==> src/rtl/bmf_approx_pipe.sv <==
// bmf_approx_pipe
//   Runtime-programmable Boolean-matrix-factorisation approximate-logic block.
//   A loadable compressor LUT W maps each N_IN-bit input pattern to K_MAX
//   factor bits. A decompressor H forms each output bit as the OR over active
//   factors j of (k[j] & H[j][i]). The active rank masks off factors j >= rank.
//   Two-stage valid/ready pipeline. A config port reloads W/H/rank while the
//   pipeline is drained.
//
// Ports
//   clk, rst_n            clock, asynchronous active-low reset
//   in_valid/in_ready     input beat handshake, in_data = input pattern
//   out_valid/out_ready   output beat handshake
//   out_data              approximate outputs
//   out_k                 rank-masked factor bits of the beat in out_data
//   cfg_we/cfg_ready      config write handshake; cfg_we blocks new input beats
//   cfg_sel               0 = W entry, 1 = H row, 2 = rank, 3 = clear beat_cnt
//   cfg_addr, cfg_wdata   W pattern index / H factor index, LSB-aligned data
//   rank                  current active rank
//   beat_cnt              delivered output beats, saturating
module bmf_approx_pipe #(
  parameter int N_IN  = 9,
  parameter int N_OUT = 4,
  parameter int K_MAX = 3,
  parameter int CFG_W = 9,
  parameter int CNT_W = 16
) (
  input  logic                         clk,
  input  logic                         rst_n,
  input  logic                         in_valid,
  output logic                         in_ready,
  input  logic [N_IN-1:0]              in_data,
  output logic                         out_valid,
  input  logic                         out_ready,
  output logic [N_OUT-1:0]             out_data,
  output logic [K_MAX-1:0]             out_k,
  input  logic                         cfg_we,
  input  logic [1:0]                   cfg_sel,
  input  logic [CFG_W-1:0]             cfg_addr,
  input  logic [CFG_W-1:0]             cfg_wdata,
  output logic                         cfg_ready,
  output logic [$clog2(K_MAX+1)-1:0]   rank,
  output logic [CNT_W-1:0]             beat_cnt
);

  localparam int RK_W  = $clog2(K_MAX + 1);
  localparam int DEPTH = 2 ** N_IN;

  // Clamp a written rank to K_MAX.
  function automatic logic [RK_W-1:0] clamp_rank(input logic [CFG_W-1:0] v);
    if (v > CFG_W'(K_MAX)) return RK_W'(K_MAX);
    return v[RK_W-1:0];
  endfunction

  // Saturating increment: holds at all-ones.
  function automatic logic [CNT_W-1:0] sat_inc(input logic [CNT_W-1:0] c);
    return (&c) ? c : c + 1'b1;
  endfunction

  logic [K_MAX-1:0] w_q [DEPTH];
  logic [N_OUT-1:0] h_q [K_MAX];
  logic [RK_W-1:0]  rank_q;
  logic [CNT_W-1:0] cnt_q;

  logic             vld_p1_q;
  logic [K_MAX-1:0] k_p1_q;
  logic [K_MAX-1:0] k_p1_d;
  logic             vld_p2_q;
  logic [K_MAX-1:0] k_p2_q;
  logic [N_OUT-1:0] data_p2_q;
  logic [N_OUT-1:0] data_p2_d;
  logic [K_MAX-1:0] rank_mask;

  logic s2_free;
  logic s1_load;
  logic accept;
  logic cfg_fire;
  logic deliver;

  // S2 can take a beat when empty or when its beat leaves this cycle; S1 in turn.
  assign s2_free   = !vld_p2_q || out_ready;
  assign s1_load   = !vld_p1_q || s2_free;
  assign in_ready  = rst_n && !cfg_we && s1_load;
  assign accept    = in_valid && in_ready;
  assign cfg_ready = !vld_p1_q && !vld_p2_q;
  assign cfg_fire  = cfg_we && cfg_ready;
  assign deliver   = vld_p2_q && out_ready;

  always_comb begin
    rank_mask = '0;
    for (int j = 0; j < K_MAX; j++) begin
      if (rank_q > RK_W'(j)) rank_mask[j] = 1'b1;
    end
    k_p1_d = w_q[in_data] & rank_mask;
    data_p2_d = '0;
    for (int j = 0; j < K_MAX; j++) begin
      if (k_p1_q[j]) data_p2_d = data_p2_d | h_q[j];
    end
  end

  always_ff @(posedge clk or negedge rst_n) begin
    if (!rst_n) begin
      vld_p1_q  <= 1'b0;
      k_p1_q    <= '0;
      vld_p2_q  <= 1'b0;
      k_p2_q    <= '0;
      data_p2_q <= '0;
    end else begin
      // Stage 1: compress through W and mask by rank
      if (s1_load) begin
        vld_p1_q <= accept;
        if (accept) k_p1_q <= k_p1_d;
      end
      // Stage 2: decompress through H; held while stalled
      if (s2_free) begin
        vld_p2_q <= vld_p1_q;
        if (vld_p1_q) begin
          k_p2_q    <= k_p1_q;
          data_p2_q <= data_p2_d;
        end
      end
    end
  end

  always_ff @(posedge clk or negedge rst_n) begin
    if (!rst_n) begin
      for (int a = 0; a < DEPTH; a++) w_q[a] <= '0;
      for (int j = 0; j < K_MAX; j++) h_q[j] <= '0;
      rank_q <= RK_W'(K_MAX);
    end else if (cfg_fire) begin
      case (cfg_sel)
        2'd0: w_q[cfg_addr[N_IN-1:0]] <= cfg_wdata[K_MAX-1:0];
        2'd1: begin
          // Out-of-range factor indices fall through and are ignored.
          for (int j = 0; j < K_MAX; j++) begin
            if (cfg_addr == CFG_W'(j)) h_q[j] <= cfg_wdata[N_OUT-1:0];
          end
        end
        2'd2: rank_q <= clamp_rank(cfg_wdata);
        default: ;
      endcase
    end
  end

  // Clear request beats a coincident delivered beat.
  always_ff @(posedge clk or negedge rst_n) begin
    if (!rst_n) begin
      cnt_q <= '0;
    end else if (cfg_fire && cfg_sel == 2'd3) begin
      cnt_q <= '0;
    end else if (deliver) begin
      cnt_q <= sat_inc(cnt_q);
    end
  end

  assign out_valid = vld_p2_q;
  assign out_data  = data_p2_q;
  assign out_k     = k_p2_q;
  assign rank      = rank_q;
  assign beat_cnt  = cnt_q;

endmodule

==> config.mk <==
export PLATFORM = sky130hd
export DESIGN_NAME = bmf_approx_pipe
export DESIGN_NICKNAME = d
export VERILOG_FILES = /design/src/rtl/bmf_approx_pipe.sv
export SDC_FILE = /design/constraint.sdc
export NUM_CORES = 2
export LEC_CHECK = 0
export CORE_UTILIZATION = 49
export DETAILED_ROUTE_END_ITERATION = 16
export GPL_TIMING_DRIVEN = 0
export PLACE_DENSITY = 0.65
export SLEW_MARGIN = 10
export SYNTH_ARGS = -nofsm -noshare
export SYNTH_HDL_FRONTEND = slang
export SYNTH_SLANG_ARGS = --single-unit
==> constraint.sdc <==
create_clock -name clk -period 3.24 [get_ports clk]
set_input_delay 0.324 -clock clk [delete_from_list [all_inputs] [get_ports clk]]
set_output_delay 0.324 -clock clk [all_outputs]
set_load 0.05 [all_outputs]
After elaboration in Yosys (flattened, before gate mapping)
Cells that the tools add are included.
W data, S select, Z words.
Word-level totals
  register bits: 1578
  bits of input ports: 34
  output and inout port bits: 28
  logic and storage cells: 586
Operators by class
  $add $sub $neg: 1
  order comparisons: 7
  equality and inequality tests: 6
  multiplexer cells: 20
  bitwise gates (word level): 5
  reductions and logical operators: 25
Operator list (number)
  $bwmux W1536: 1
  $mux W16: 3
  $bmux W3 S9: 1
  $demux W3 S9: 1
  $ge A10 B10 Y1 const B: 2
  $not A9 Y10: 2
  $add A16 B1 Y16 const B: 1
  $reduce_and A16 Y1: 1
  $mux W4: 3
  $lt A10 B1 Y1 const B: 1
  $reduce_and A2 Y1: 5
  $eq A9 B1 Y1 const B: 1
  $eq A9 B2 Y1 const B: 1
  $gt A9 B2 Y1 const B: 1
  $logic_not A9 Y1: 1
  $mux W3: 3
  $reduce_and A3 Y1: 3
  $logic_and A1 B1 Y1: 8
  $or A4 B4 Y4: 2
  $mux W1: 6
  $eq A2 B2 Y1 const B: 2
  $gt A2 B1 Y1 const B: 2
  $mux W2: 2
  $and A3 B3 Y3: 1
  7 further kinds: 10

Longest topological paths before layout
  word-level depth: 6
  gate-level depth with buffers: 13
  gate-level depth less buffers: 8

Worst setup path after synthesis
No wires, ideal clock.
  path kind: flip-flop to flip-flop
  start point: register vld_p2_q (netlist: out_valid)
  end point: register w_q[1509] (netlist name)
  library setup time: 125 ps
  arrival time: 3033 ps
  required time: 3115 ps
  setup slack: 82 ps
  cell stages (with the launch flop): 9
  buffers on the path: 1
  period minus slack after synthesis: 3158 ps
  path through: dfrtp_1 -> nor2_1 -> nand2_1 -> nor3_1 -> nand3b_1 -> nor3_1 -> clkbuf_1 -> nand2_1 -> mux2_2
On the way
  cells in the longest elaborated chain, start to end: 4
RTL lines
  from (decl): line 67  | logic vld_p2_q;
  from (signal assigned): line 115  | vld_p2_q <= vld_p1_q;
  $logic_not A1 Y1: line 84  | assign cfg_ready = !vld_p1_q && !vld_p2_q;
  $logic_and A1 B1 Y1: line 84
  named net cfg_ready: line 40  | output logic cfg_ready,
  $logic_and A1 B1 Y1: line 85  | assign cfg_fire = cfg_we && cfg_ready;
  $reduce_and A2 Y1 (no source line)
  to (signal, indexed assignment): line 131  | 2'd0: w_q[cfg_addr[N_IN-1:0]] <= cfg_wdata[K_MAX-1:0];
  to (decl): line 59  | logic [K_MAX-1:0] w_q [DEPTH];
The timed path passes the listed nets, and every way through them passes these cells.
A chain may end at the register's enable or synchronous reset.

Final worst setup path
  start point: input in_data[3]
  end point: register k_p1_q[1]
On the way
  cells in the longest elaborated chain, start to end: 5
RTL lines
  from (decl): line 31  | input logic [N_IN-1:0] in_data,
  $not A9 Y10 (implied by the code): line 93  | k_p1_d = w_q[in_data] & rank_mask;
  $bmux W3 S9: line 93
  $mux W3 (implied by the code) (2 in a row): line 93
  $and A3 B3 Y3: line 93
  to (signal assigned): line 111  | if (accept) k_p1_q <= k_p1_d;
  to (decl): line 65  | logic [K_MAX-1:0] k_p1_q;
Every way passes these cells. The select of a mux whose other input is x is not followed.

==> impl_results.md <==
- WL/cell: ~38 um
- Total grt overflow: 0
- Worst setup margin: -0.287 ns
- CTS root buf: clkbuf_16
- Synth Area per Inst: ~14 um2
- FF+latch area: 39500 um2
- Syn_nets: approximately 5300
- Setup Skew: between 0.03 and 0.04 ns
- Final period utilization: 109%
- Overall Power: around 43 mW
- Via density: 6.71
- Vias in the first global route: just over 50000
- Mapped cell area: roughly 75000 um2
- P_sw: 11.3 mW
- Non-Filler Instances: approximately 7700
- Worst min path class: primary input to register
- Mapped Cells: about 5300
- Die Wd: ~390 um
- Cell count of the worst reg-to-reg path: 8
- Drt drc: 0
- Cells taking the most area after synthesis: dfrtp_1, mux2_2, mux4_2
- GRT Total Usage: about two fifths
- Initial antenna violation count: 23
- Area grow syn2layout: 13.7%
- Inst Count DP: ~7400
- Core ar.: 150000 um2
- DRT iter0 DRCs: 6717
- RSZ-0062 raised after global routing: true
- Count of final setup violators: between 200 and 300
- Synth Area in Simple Gates: 5.27%
- Max Root-Sink Buffers: 3
- Critical Path End: k_p1_q[1]
- Multi-input logic area: 33200 um2
- CP startpoint: in_data[3]
- Placer Congestion: 1.02
- Critical R2R Capture: w_q[181]
- Maxcap violations: 0
- Reg power frac: a little under half
- Chip height: just under 400 um
- # fillers: roughly 12000
- CTS clk-pin slew, worst paths: 0.06 ns
- Req. time, crit path: 3.98 ns
- Final Max Slew Viols: 0
- Post-route ant nets: 0
- Largest family of logic cells by synthesized area: multiplexers
- Clk pwr share: around 45%
- CTS tree: yes
- Synth Area in XOR/XNOR: 0.176%
- Starting density of the core: between 40% and 50%
- Post-synthesis adder-cell area fraction: less than 1%
- LEAKAGE: 40.4 nW
- Leading area contributor after synthesis: dfrtp_1
- Net Sw Frac: approximately a quarter
- Netlist cell types: 81
- Setup crit end kind: register
- Gate power share: under 10%
- Crit path kind: primary input to register
- IO Port Bufs: 55
- CTS buffer count: approximately 170
- Status: finished with violations
- Final Hold Fails: 0
- Register area share after synthesis: a little over half
- Routed WL: just under 300 mm
- FMAX: 284 MHz
- Nets: between 5000 and 6000
- Htree depth: 4
- Die area: roughly 150000 um2
- Clk_lat worst skew: 0.85 ns
- DRT Pass-1 Iters: 6
- Synth top area share: a little over half
- Post-layout util: 56.4%
- Row cnt: around 140
- Via Count: 51700
- VDD IR-drop max: about 0.55 mV
- Reg2reg setup slack: -0.10 ns
- Pwr dens: around 500 nW/um2
- Mux contribution to synthesized area: 35.8%
- Prevailing post-synth register cell: dfrtp_1
- Largest net degree at the start of global routing: 160
- Number of synthesized flops with an enable pin: 0
- Crit Path Max Fanout: 10
- # clock sinks: 1578
- Failing checks: setup timing
- Fraction of layout cells with a size suffix above 1: between 40% and 50%
- Final min period: 3.53 ns
- Reg2reg start: out_valid
- HPWL Detailed: ~200 mm
- Slew HR: between 10% and 20%
- Share of synthesized registers carrying an async set or reset: 100%
- First-pass GRT wire length: about 400 mm
- Top-level port count: just over 60
- Worst-Margin Slew: around 1.3 ns
- CP arrival: 4.26 ns
- Startpoint types: primary input
- Warnings, synthesis: 0
- Post-synthesis compound-gate area fraction: 2.74%
- Cell internal pwr: around 31 mW
- #FFs+latches synth: 1578
worst max-delay path, stage by stage:
cell             delay, ns
clkdlybuf4s50_1       0.76
buf_2                 0.42
clkbuf_4              0.43
buf_4                 0.38
nand3_4               0.33
a211oi_1              0.33
a2111oi_1             0.13
a221oi_4              0.61
a31oi_1               0.20
a32o_1                0.31
synth_stat cells (all sizes together), types with 4 or more instances:
cell type and number:
nand2b 15, and4 4, a31oi 6, a221oi 13
xnor2 7, mux2 1571, and2 12, xor2 8
nor3 32, o22ai 41, inv 9, mux2i 157
dfrtp 1576, a32oi 4, o221ai 44, nor2 253
or2 4, o21ai 25, a22o 5, nand4 11
o211ai 5, a211oi 22, a2111oi 9, a311oi 4
nor4 13, a21oi 45, o31ai 4, a22oi 20
a222oi 5, or3 5, buf 155, and3 8
mux4 324, nand3b 5, clkbuf 258, nand2 505
nor2b 18, nand3 38
power by group through the flow:
stage	clock network (mW)	registers (mW)	logic, mW
after floorplan	0	20.4	1.27
after global placement	0	20.4	2.98
after detailed placement	0	20.3	3.28
after CTS	19.2	20.0	3.42
after global routing	20.0	20.0	3.61
final	19.2	20.0	3.58
sequential cells by signal, summed over array words and instances, names as in the netlist:
| register | count |
|---|---|
| beat_cnt | 16 |
| h_q | 12 |
| k_p1_q | 3 |
| out_data | 4 |
| out_k | 3 |
| out_valid | 1 |
| rank | 2 |
| vld_p1_q | 1 |
| w_q | 1536 |
per-layer routing:
layer	up-vias	global-route usage [%]	routed length [um]	share of wire [%]
met5	-	0	119	0.041
met4	16	25.6	23400	8.0
met3	997	14.6	37100	13
met2	3331	52.9	120000	41
met1	27300	50.3	112000	38
li1	20000	-	-	-
stage by stage:
step                      TNS (ns)  hold slack (ns)  instance area [um2]  setup WS (ns)
after CTS                   -0.200          0.00673                84500         -0.150
after floorplan                  0           0.0284                74600         0.0820
after global routing        -0.447           0.0581                84800         -0.102
after global placement           -            0.464                77700         -74.62
final                       -12.32           0.0555                84800         -0.287
after detailed placement  -1107.36            0.319                78100          -2.89
cell usage in the layout, fill, tap and decap left out, drive strengths merged, types with 9 or more instances in the layout:
master,Yosys,routed
a21oi,45,45
mux4,324,324
and2,12,12
buf,155,184
a2111oi,9,9
clkinv,1,32
nor2,253,253
nand3,38,38
diode,0,16
nand2b,15,15
clkbuf,258,509
a22oi,20,20
nor4,13,13
nand2,505,505
mux2i,157,157
mux2,1571,1571
clkdlybuf4s50,0,53
o21ai,25,25
o22ai,41,41
a211oi,22,22
nor3,32,32
inv,9,20
nor2b,18,18
nand4,11,11
o221ai,44,44
a221oi,13,13
dfrtp,1576,1576
cell type report:
| type | instances | area share (%) |
|---|---|---|
| tap | 2016 | 2.97 |
| timing repair buffer | 93 | 1.57 |
| clock buffer | 252 | 5.80 |
| inverter | 10 | 0.0472 |
| sequential | 1578 | 46.6 |
| antenna | 16 | 0.0472 |
| multi-input combinational | 3282 | 39.2 |
| clock inverter | 46 | 0.499 |
| buffer | 412 | 3.33 |
worst min-delay path by stage:
stage / depth (start not counted) / startpoint / to / slack (ns)
final: 3 / in_data[8] / k_p1_q[1] / 0.06
after global routing: 3 / in_data[8] / k_p1_q[1] / 0.06
after CTS: 3 / in_data[8] / k_p1_q[1] / 0.007
after detailed placement: 1 / rst_n / w_q[618] / 0.32
after global placement: 2 / out_data[1] / out_data[1] / 0.46
after floorplan: 0 / rst_n / beat_cnt[0] / 0.03
timing repair:
action,4_1_cts,5_1_grt
hold endpoints to repair,163,0
setup endpoints to repair,1395,422
hold buffers,11,0
pin swaps,7,5
cloned,3,0
buffers inserted,6,3
resized for setup,248,86
kinds of logic (layout without fill, tap and decap cells):
group,Yosys count,in the layout
flip-flops,1578,1578
adder cells (fa/ha/maj),1,1
XOR/XNOR,15,15
multiplexers,2052,2052
AO/OA/AOI/OAI,276,276
AND/OR/NAND/NOR,938,938
other,0,16
buffers and inverters,423,813
Power figures use the tool's default switching activity.
